<file path="config.mk">
export PLATFORM = sky130hd
export DESIGN_NAME = fp_ldst_sequencer_flat
export DESIGN_NICKNAME = d
export VERILOG_FILES = /design/src/rtl/fp_ldst_pkg.sv /design/src/rtl/fp_ldst_sequencer_if.sv /design/src/rtl/fp_ldst_addr_gen.sv /design/src/rtl/fp_ldst_sequencer.sv /design/src/flat_wrapper.sv
export SDC_FILE = /design/constraint.sdc
export NUM_CORES = 1
export LEC_CHECK = 0
export CORE_MARGIN = 2
export CORE_UTILIZATION = 34
export CTS_BUF_LIST = sky130_fd_sc_hd__clkbuf_8
export CTS_CLUSTER_DIAMETER = 40
export DETAILED_ROUTE_END_ITERATION = 10
export GPL_TIMING_DRIVEN = 0
export PLACE_DENSITY = 0.95
export SLEW_MARGIN = 20
export SYNTH_ARGS = -nofsm -noshare
export SYNTH_HDL_FRONTEND = slang
export SYNTH_SLANG_ARGS = --single-unit
</file>
<file path="constraint.sdc">
create_clock -name clk -period 4.6 [get_ports clk]
set_clock_uncertainty 0.05 [all_clocks]
set_input_delay 0.92 -clock clk [delete_from_list [all_inputs] [get_ports clk]]
set_output_delay 0.92 -clock clk [all_outputs]
set_load 0.01 [all_outputs]
</file>
<file path="src/rtl/fp_ldst_pkg.sv">
// Shared types and constants for the FP load/store sequencer.
// Holds the FSM state enum, active-low enable levels and the length-field width helper.
package fp_ldst_pkg;

    typedef enum logic [1:0] {
        S_IDLE = 2'd0,
        S_XFER = 2'd1,
        S_DONE = 2'd2
    } state_e;

    localparam logic EN_ON  = 1'b0;
    localparam logic EN_OFF = 1'b1;

    // Width of the beats-minus-one field; a single-beat build still keeps one bit.
    function automatic int len_width(input int max_beats);
        return (max_beats <= 2) ? 1 : $clog2(max_beats);
    endfunction

endpackage

</file>
<file path="src/rtl/fp_ldst_sequencer_if.sv">
// Request, data-memory and FP-register-file signals of the load/store sequencer.
// master = the sequencer, slave = requester plus memory and register file.
interface fp_ldst_sequencer_if #(
    parameter int DATA_W = 32,
    parameter int ADDR_W = 7,
    parameter int LEN_W  = 2
);
    logic              req_valid;
    logic              req_ready;
    logic              req_store;
    logic [LEN_W-1:0]  req_len;
    logic [ADDR_W-1:0] req_addr;
    logic [4:0]        req_freg;
    logic              CEN;
    logic              WEN;
    logic              OEN;
    logic [ADDR_W-1:0] A;
    logic [DATA_W-1:0] Data2Mem;
    logic [DATA_W-1:0] ReadDataMem;
    logic [4:0]        fr_raddr;
    logic [DATA_W-1:0] fr_rdata;
    logic              fr_we;
    logic [4:0]        fr_waddr;
    logic [DATA_W-1:0] fr_wdata;
    logic              done;
    logic              busy;
    logic              err;

    modport master (
        input  req_valid, req_store, req_len, req_addr, req_freg, ReadDataMem, fr_rdata,
        output req_ready, CEN, WEN, OEN, A, Data2Mem, fr_raddr, fr_we, fr_waddr, fr_wdata,
               done, busy, err
    );

    modport slave (
        output req_valid, req_store, req_len, req_addr, req_freg, ReadDataMem, fr_rdata,
        input  req_ready, CEN, WEN, OEN, A, Data2Mem, fr_raddr, fr_we, fr_waddr, fr_wdata,
               done, busy, err
    );
endinterface

</file>
<file path="src/rtl/fp_ldst_addr_gen.sv">
// Per-beat memory word address and FP register index, both wrapping at their natural width.
module fp_ldst_addr_gen #(
    parameter int ADDR_W = 7,
    parameter int LEN_W  = 2
) (
    input  logic [ADDR_W-1:0] base_addr_i,
    input  logic [4:0]        base_freg_i,
    input  logic [LEN_W-1:0]  beat_i,
    output logic [ADDR_W-1:0] addr_o,
    output logic [4:0]        freg_o
);
    assign addr_o = base_addr_i + ADDR_W'(beat_i);
    assign freg_o = base_freg_i + 5'(beat_i);
endmodule

</file>
<file path="src/rtl/fp_ldst_sequencer.sv">
// Multi-beat FP register <-> data memory load/store sequencer (IDLE -> XFER -> DONE).
// Optional macro FP_LDST_ALIGN_CHK_EN rejects requests whose address or register base is not N-aligned.
//   state  | meaning
//   S_IDLE | waiting for a request, req_ready high
//   S_XFER | one memory beat per cycle, beat counter 0..len
//   S_DONE | no memory access, done pulse, last load writeback
module fp_ldst_sequencer
    import fp_ldst_pkg::*;
#(
    parameter int  DATA_W    = 32,
    parameter int  ADDR_W    = 7,
    parameter int  MAX_BEATS = 4,
    localparam int LEN_W     = len_width(MAX_BEATS)
) (
    input logic                 clk,
    input logic                 rst,
    fp_ldst_sequencer_if.master bus
);
    state_e            state_q, state_d;
    logic              store_q, store_d;
    logic [LEN_W-1:0]  len_q, len_d;
    logic [LEN_W-1:0]  beat_q, beat_d;
    logic [ADDR_W-1:0] addr_q, addr_d;
    logic [4:0]        freg_q, freg_d;
    logic              wb_pend_q, wb_pend_d;
    logic [4:0]        wb_idx_q, wb_idx_d;
    logic [ADDR_W-1:0] beat_addr;
    logic [4:0]        beat_freg;
    logic              accept;
    logic              misaligned;

    assign bus.req_ready = (state_q == S_IDLE) && !rst;
    assign accept        = bus.req_valid && bus.req_ready;

    fp_ldst_addr_gen #(
        .ADDR_W (ADDR_W),
        .LEN_W  (LEN_W)
    ) u_addr_gen (
        .base_addr_i (addr_q),
        .base_freg_i (freg_q),
        .beat_i      (beat_q),
        .addr_o      (beat_addr),
        .freg_o      (beat_freg)
    );

`ifdef FP_LDST_ALIGN_CHK_EN
    localparam int NW = LEN_W + 1;
    logic [NW-1:0] n_req;
    logic          err_q;

    assign n_req      = NW'(bus.req_len) + NW'(1);
    assign misaligned = ((bus.req_addr % ADDR_W'(n_req)) != '0)
                     || ((bus.req_freg % 5'(n_req)) != '0);

    always_ff @(posedge clk or posedge rst) begin
        if (rst) err_q <= 1'b0;
        else     err_q <= accept && misaligned;
    end
    assign bus.err = err_q;
`else
    assign misaligned = 1'b0;
    assign bus.err    = 1'b0;
`endif

    always_ff @(posedge clk or posedge rst) begin
        if (rst) begin
            state_q   <= S_IDLE;
            store_q   <= 1'b0;
            len_q     <= '0;
            beat_q    <= '0;
            addr_q    <= '0;
            freg_q    <= '0;
            wb_pend_q <= 1'b0;
            wb_idx_q  <= '0;
        end else begin
            state_q   <= state_d;
            store_q   <= store_d;
            len_q     <= len_d;
            beat_q    <= beat_d;
            addr_q    <= addr_d;
            freg_q    <= freg_d;
            wb_pend_q <= wb_pend_d;
            wb_idx_q  <= wb_idx_d;
        end
    end

    always_comb begin
        state_d   = state_q;
        store_d   = store_q;
        len_d     = len_q;
        beat_d    = beat_q;
        addr_d    = addr_q;
        freg_d    = freg_q;
        wb_pend_d = 1'b0;
        wb_idx_d  = wb_idx_q;
        unique case (state_q)
            S_IDLE: begin
                if (accept) begin
                    store_d = bus.req_store;
                    len_d   = bus.req_len;
                    addr_d  = bus.req_addr;
                    freg_d  = bus.req_freg;
                    beat_d  = '0;
                    if (!misaligned) state_d = S_XFER;
                end
            end
            S_XFER: begin
                // Load data returns next cycle, so the writeback trails its beat by one.
                wb_pend_d = !store_q;
                wb_idx_d  = beat_freg;
                if (beat_q == len_q) state_d = S_DONE;
                else                 beat_d  = beat_q + LEN_W'(1);
            end
            S_DONE:  state_d = S_IDLE;
            default: state_d = S_IDLE;
        endcase
    end

    always_comb begin
        bus.CEN      = EN_OFF;
        bus.WEN      = EN_OFF;
        bus.OEN      = EN_OFF;
        bus.A        = '0;
        bus.Data2Mem = {DATA_W{1'b0}};
        bus.fr_raddr = '0;
        bus.fr_we    = wb_pend_q;
        bus.fr_waddr = wb_pend_q ? wb_idx_q : 5'd0;
        bus.fr_wdata = wb_pend_q ? bus.ReadDataMem : {DATA_W{1'b0}};
        bus.done     = (state_q == S_DONE);
        bus.busy     = (state_q != S_IDLE);
        if (state_q == S_XFER) begin
            bus.CEN = EN_ON;
            bus.A   = beat_addr;
            if (store_q) begin
                bus.WEN      = EN_ON;
                bus.fr_raddr = beat_freg;
                bus.Data2Mem = bus.fr_rdata;
            end else begin
                bus.OEN = EN_ON;
            end
        end
    end

endmodule

</file>
<file path="src/flat_wrapper.sv">
// flat-port wrapper written by rule: the top's interface ports become plain ports
module fp_ldst_sequencer_flat import fp_ldst_pkg::*;
#(
    parameter int  DATA_W    = 32,
    parameter int  ADDR_W    = 7,
    parameter int  MAX_BEATS = 4,
    localparam int LEN_W     = len_width(MAX_BEATS)
)
  (clk, rst, bus_req_valid, bus_req_store, bus_req_len, bus_req_addr, bus_req_freg, bus_ReadDataMem, bus_fr_rdata, bus_req_ready, bus_CEN, bus_WEN, bus_OEN, bus_A, bus_Data2Mem, bus_fr_raddr, bus_fr_we, bus_fr_waddr, bus_fr_wdata, bus_done, bus_busy, bus_err);
  fp_ldst_sequencer_if #(.DATA_W(DATA_W), .ADDR_W(ADDR_W), .LEN_W(LEN_W)) bus_i ();
  input logic clk;
  input logic rst;
  input wire logic [$bits(bus_i.req_valid)-1:0] bus_req_valid;
  input wire logic [$bits(bus_i.req_store)-1:0] bus_req_store;
  input wire logic [$bits(bus_i.req_len)-1:0] bus_req_len;
  input wire logic [$bits(bus_i.req_addr)-1:0] bus_req_addr;
  input wire logic [$bits(bus_i.req_freg)-1:0] bus_req_freg;
  input wire logic [$bits(bus_i.ReadDataMem)-1:0] bus_ReadDataMem;
  input wire logic [$bits(bus_i.fr_rdata)-1:0] bus_fr_rdata;
  output wire logic [$bits(bus_i.req_ready)-1:0] bus_req_ready;
  output wire logic [$bits(bus_i.CEN)-1:0] bus_CEN;
  output wire logic [$bits(bus_i.WEN)-1:0] bus_WEN;
  output wire logic [$bits(bus_i.OEN)-1:0] bus_OEN;
  output wire logic [$bits(bus_i.A)-1:0] bus_A;
  output wire logic [$bits(bus_i.Data2Mem)-1:0] bus_Data2Mem;
  output wire logic [$bits(bus_i.fr_raddr)-1:0] bus_fr_raddr;
  output wire logic [$bits(bus_i.fr_we)-1:0] bus_fr_we;
  output wire logic [$bits(bus_i.fr_waddr)-1:0] bus_fr_waddr;
  output wire logic [$bits(bus_i.fr_wdata)-1:0] bus_fr_wdata;
  output wire logic [$bits(bus_i.done)-1:0] bus_done;
  output wire logic [$bits(bus_i.busy)-1:0] bus_busy;
  output wire logic [$bits(bus_i.err)-1:0] bus_err;
  assign bus_i.req_valid = bus_req_valid;
  assign bus_i.req_store = bus_req_store;
  assign bus_i.req_len = bus_req_len;
  assign bus_i.req_addr = bus_req_addr;
  assign bus_i.req_freg = bus_req_freg;
  assign bus_i.ReadDataMem = bus_ReadDataMem;
  assign bus_i.fr_rdata = bus_fr_rdata;
  assign bus_req_ready = bus_i.req_ready;
  assign bus_CEN = bus_i.CEN;
  assign bus_WEN = bus_i.WEN;
  assign bus_OEN = bus_i.OEN;
  assign bus_A = bus_i.A;
  assign bus_Data2Mem = bus_i.Data2Mem;
  assign bus_fr_raddr = bus_i.fr_raddr;
  assign bus_fr_we = bus_i.fr_we;
  assign bus_fr_waddr = bus_i.fr_waddr;
  assign bus_fr_wdata = bus_i.fr_wdata;
  assign bus_done = bus_i.done;
  assign bus_busy = bus_i.busy;
  assign bus_err = bus_i.err;
  fp_ldst_sequencer #(.DATA_W(DATA_W), .ADDR_W(ADDR_W), .MAX_BEATS(MAX_BEATS)) u_core (.clk(clk), .rst(rst), .bus(bus_i));
endmodule
</file>
After elaboration in Yosys (flattened, before gate mapping):

Cells that the tools add are included.

* shift operators: 0
* bitwise operators: 0
* divide/modulo/power cells: 0
* equality and inequality tests: 6
* order comparisons: 0
* multiplexer cells: 19
* multipliers: 0
* add/sub/neg operators: 3
* reductions and logical operators: 10

Operator list (number)
* two-way mux 32 bit: 3
* two-way mux 5 bit: 3
* two-way mux 2 bit: 4
* case mux 2 bit (2 select lines): 2
* adder 7 x 2 -> 7 bit: 1
* two-way mux 7 bit: 1
* two-way mux 1 bit: 6
* adder 5 x 2 -> 5 bit: 1
* inequality test 2 x 1 -> 1 bit (second input constant): 2
* AND reduction 2 bit: 2
* nonzero test 2 bit: 2
* AND reduction 3 bit: 1
* adder 2 x 1 -> 2 bit (second input constant): 1
* equality test 2 x 1 -> 1 bit (second input constant): 1
* equality test 2 bit: 1
* equality test 2 bit (second input constant): 1
* logical AND 1 bit: 2
* zero test 1 bit: 2
* zero test 2 bit: 1
* inequality test 2 bit (second input constant): 1

* register bits after elaboration: 25
* memories kept: 0
* latch bits: 0
* bits in writable memories: 0
* bits in read-only memories: 0
* output and inout bits: 89

Logic depth before layout (Yosys ltp):

* depth in word-level cells: 5
* depth in mapped cells: 6
* depth with buffers taken out: 5

Modules after synthesis:

Synthesis repeated with hierarchy kept, for this count alone.

* cell total of the unflattened synthesis: 240
* area, all modules: 1848.0 um^2

Modules (own cells, without submodules)
* fp_ldst_sequencer: sequential area each 625.6 um^2, area each 1611.5 um^2, times used 1, cells each 212
* fp_ldst_addr_gen: sequential area each 0.0 um^2, area each 236.5 um^2, times used 1, cells each 28

Least setup slack after synthesis:

Ideal clock, no wire load.

* kind: reg-to-output
* from: register u_core.beat_q[1]
* to: output bus_A[5]
* path slack: 2076 ps
* cell stages (with the launch flop): 5
* arrival time: 1554 ps
* cell sequence: dfrtp_1 ha_1 a21oi_1 or4_1 a21oi_1

* cells in the longest elaborated chain, start to end: 2

Ends and longest elaborated chain
* from (decl): line fp_ldst_sequencer.sv:22 `logic [LEN_W-1:0] beat_q, beat_d;`
* from (signal assigned): line fp_ldst_sequencer.sv:79 `beat_q <= beat_d;`
* adder 7 x 2 -> 7 bit: line fp_ldst_addr_gen.sv:12 `assign addr_o = base_addr_i + ADDR_W'(beat_i);`
* two-way mux 7 bit: line fp_ldst_sequencer.sv:131 `if (state_q == S_XFER) begin`
* to (decl): line flat_wrapper.sv:24 `output wire logic [$bits(bus_i.A)-1:0] bus_A;`

No other way between the ends.

Worst setup path after layout:

* from: register u_core.beat_q[0]
* to: output bus_A[6]

Same word-level chain as after synthesis.

==> results.md <==
- Top Ports: between 150 and 200
- Layout cells sized above 1: 0.03465
- Pre-antenna DRT Iters: 4
- Unrepaired setup endpoints after global routing: no
- Post-CTS sizing: 0
- Leak pwr: 1.652 nW
- Cells after Synth: 231
- CTS tree: done
- Post-synth top area cell: dfrtp_1
- Die height: 76.90 um
- Crit end category: output pin
- Nets: 493
- Post-Place Cells: 470
- WL/cell: about 16 um
- CTS Buf Count: 3
- Crit Path Category: flip-flop to output pin
- # Post-CTS Setup Buffers: 0
- Max cap viols: 0
- First-pass GRT wire length: 11.12 mm
- H-tree depth: 1
- DRT antenna net count: 0
- Top cells by count, synth: nand2_1 (53), and2_1 (39), and3_1 (34), dfrtp_1 (25), clkbuf_1 (11)
- Die width: 76.90 um
- Placement Rows: 26
- All-Layer GR Usage: 0.2358
- Register bit total from synthesis: 25
- Largest cells by area after synthesis: dfrtp_1 (35%), and2_1 (14%), and3_1 (12%), nand2_1 (11%), ha_1 (2.8%)
- Outcome: complete, no violations
- Vias per cell: 4.776
- DR iter-0 viols: 56
- Worst-margin pin slew: 937.7 ps
- Port Buf Inserts: around 170
- Area grow syn2layout: 101.0%
- EDFF count, synth: 0
- Core ar.: 0.005107 mm^2
- Initial Util: 0.3537
- Max clock buf depth: 2
- Max IR drop VDD: roughly 0.29 mV
- Clk Latency, worst-skew pair: approximately 270 ps
- Hpwl dp: 6.223 mm
- Hold-fix buffers, CTS: 0
- Worst Hold Class: flip-flop to flip-flop
- Final cycle utilization of the critical path: 0.7664
- PwrDens: 497.1 mW/mm^2
- Root Buffer: clkbuf_8
- FMAX: 283.7 MHz
- Largest net degree at the start of global routing: 26
- RD Place Congestion: between 0.7 and 0.8
- Worst Path Max Fanout: 7
- Initial antenna violation count: 0
- Startpoint types: flip-flop
- Syn avg cell area: 7.821 um^2
- Core Util, Final: 0.7109
- Worst slew margin: 0.3742
- Async set-reset flop share out of synthesis: 1.000
- Dominant synthesized flop cell: dfrtp_1
- Yosys top cell area share: 0.3463
- Total Neg Setup Slack: 0 ps
- CP arrival: 2560 ps
- Critical Path RT: 3630 ps
- Cell with the most instances after synthesis: nand2_1
- Finished Layout Cells: 474
- Antenna diodes: 0
- # setup viols final: 0
- Register area share after synthesis: 0.3463
- Vias in the first global route: between 2000 and 2500
- Netlist Area Pre-Place: approximately 0.0018 mm^2
- Tmin final: around 3500 ps
- Final wirelength: 7.422 mm
- Max-slew violations: 0
- Yosys warns: 0
- Clk sink count: 25
- Hold Vio Cnt, Final: 0
- Overflow after GRT: 0
- Via count: between 2000 and 2500
- Synth Net Count: roughly 320
- Reg clk slew, reported paths: around 80 ps
- Synth cell types: 38
- Die Area: 0.005913 mm^2
- DRC viols: 0
-- kinds of logic after synthesis --
logic type / synth area share
AOI/OAI and AO/OA: 0.06995
xor gates and xnor gates: 0.02909
adders and majority gates: 0.04986
buffers and inverters: 0.05471
DFF: 0.3463
other: 0.002076
and+or+nand+nor: 0.4481
-- metal layers --
metal,track usage,part of all wire
met1,0.2452,0.36
met2,0.4702,0.54
met3,0.04353,0.073
met4,0.07091,0.023
met5,0,0
-- stage by stage --
step | total power (W) | worst slack [ps] | area, um^2 | hold slack [ps]
floorplan | 0.001022 | 2076 | 1807 | 388.0
global placement | 0.001621 | 1515 | 3586 | 408.0
detailed placement | 0.001679 | 1397 | 3586 | 410.3
CTS | 0.001809 | 1091 | 3631 | 430.3
global route | 0.001934 | 1021 | 3631 | 476.0
finish | 0.001805 | 1075 | 3631 | 420.9
-- registers in the layout, summed over array words and instances (netlist names) --
register,cells
u_core.store_q,1
u_core.addr_q,7
u_core.beat_q,2
u_core.wb_idx_q,5
u_core.freg_q,5
u_core.len_q,2
u_core.bus.fr_we,1
u_core.state_q,2
-- final timing paths --
check / startpoint / to / slack, ps / cells after the start
setup reg to reg: u_core.beat_q[0] / u_core.wb_idx_q[4] / 2870 / 5
hold reg to reg: u_core.wb_idx_q[1] / u_core.wb_idx_q[1] / 420 / 2
setup / recovery: u_core.beat_q[0] / bus_A[6] / 1070 / 6
max in group asynchronous: rst / u_core.freg_q[0] / 2680 / 2
min in group asynchronous: rst / u_core.addr_q[2] / 1250 / 2
hold / removal: u_core.wb_idx_q[1] / u_core.wb_idx_q[1] / 420 / 2
-- final cells by class --
class / instances / area, um^2
Clock inverter: 1 / 3.754
Multi-Input combinational cell: 184 / 1082
Buffer: 17 / 80.08
Fill cell: 405 / 1476
Clock buffer: 3 / 41.29
Tap cell: 70 / 87.58
Sequential cell: 25 / 625.6
Timing Repair Buffer: 169 / 1692
Inverter: 5 / 18.77
-- worst max-delay path: stages, from the launching register on --
cell             delay [ps]
dfrtp_1                 520
ha_1                    260
fa_1                    270
nand3_1                 150
or3_1                   370
a21oi_1                 150
clkdlybuf4s50_1         550
-- report_power, final --
group | switching, W | total [W] | leakage [nW] | internal [W]
clock network | 0.0000668 | 0.000127 | 0.0269 | 0.0000598
registers | 0.000122 | 0.000447 | 0.311 | 0.000325
logic | 0.000587 | 0.00123 | 1.31 | 0.000644
-- cell usage in the layout, fill, tap and decap left out, drive strengths merged, types with 4 or more instances in the layout --
cell / netlist / layout
clkdlybuf4s50: 0 / 169
nand2: 53 / 53
and2: 39 / 39
and3: 34 / 34
dfrtp: 25 / 25
clkbuf: 11 / 14
nor2: 8 / 8
o21ai: 8 / 8
a21oi: 6 / 6
inv: 5 / 6
buf: 6 / 6
xor2: 4 / 4
ha: 4 / 4
(Power assumes the default switching activity.)
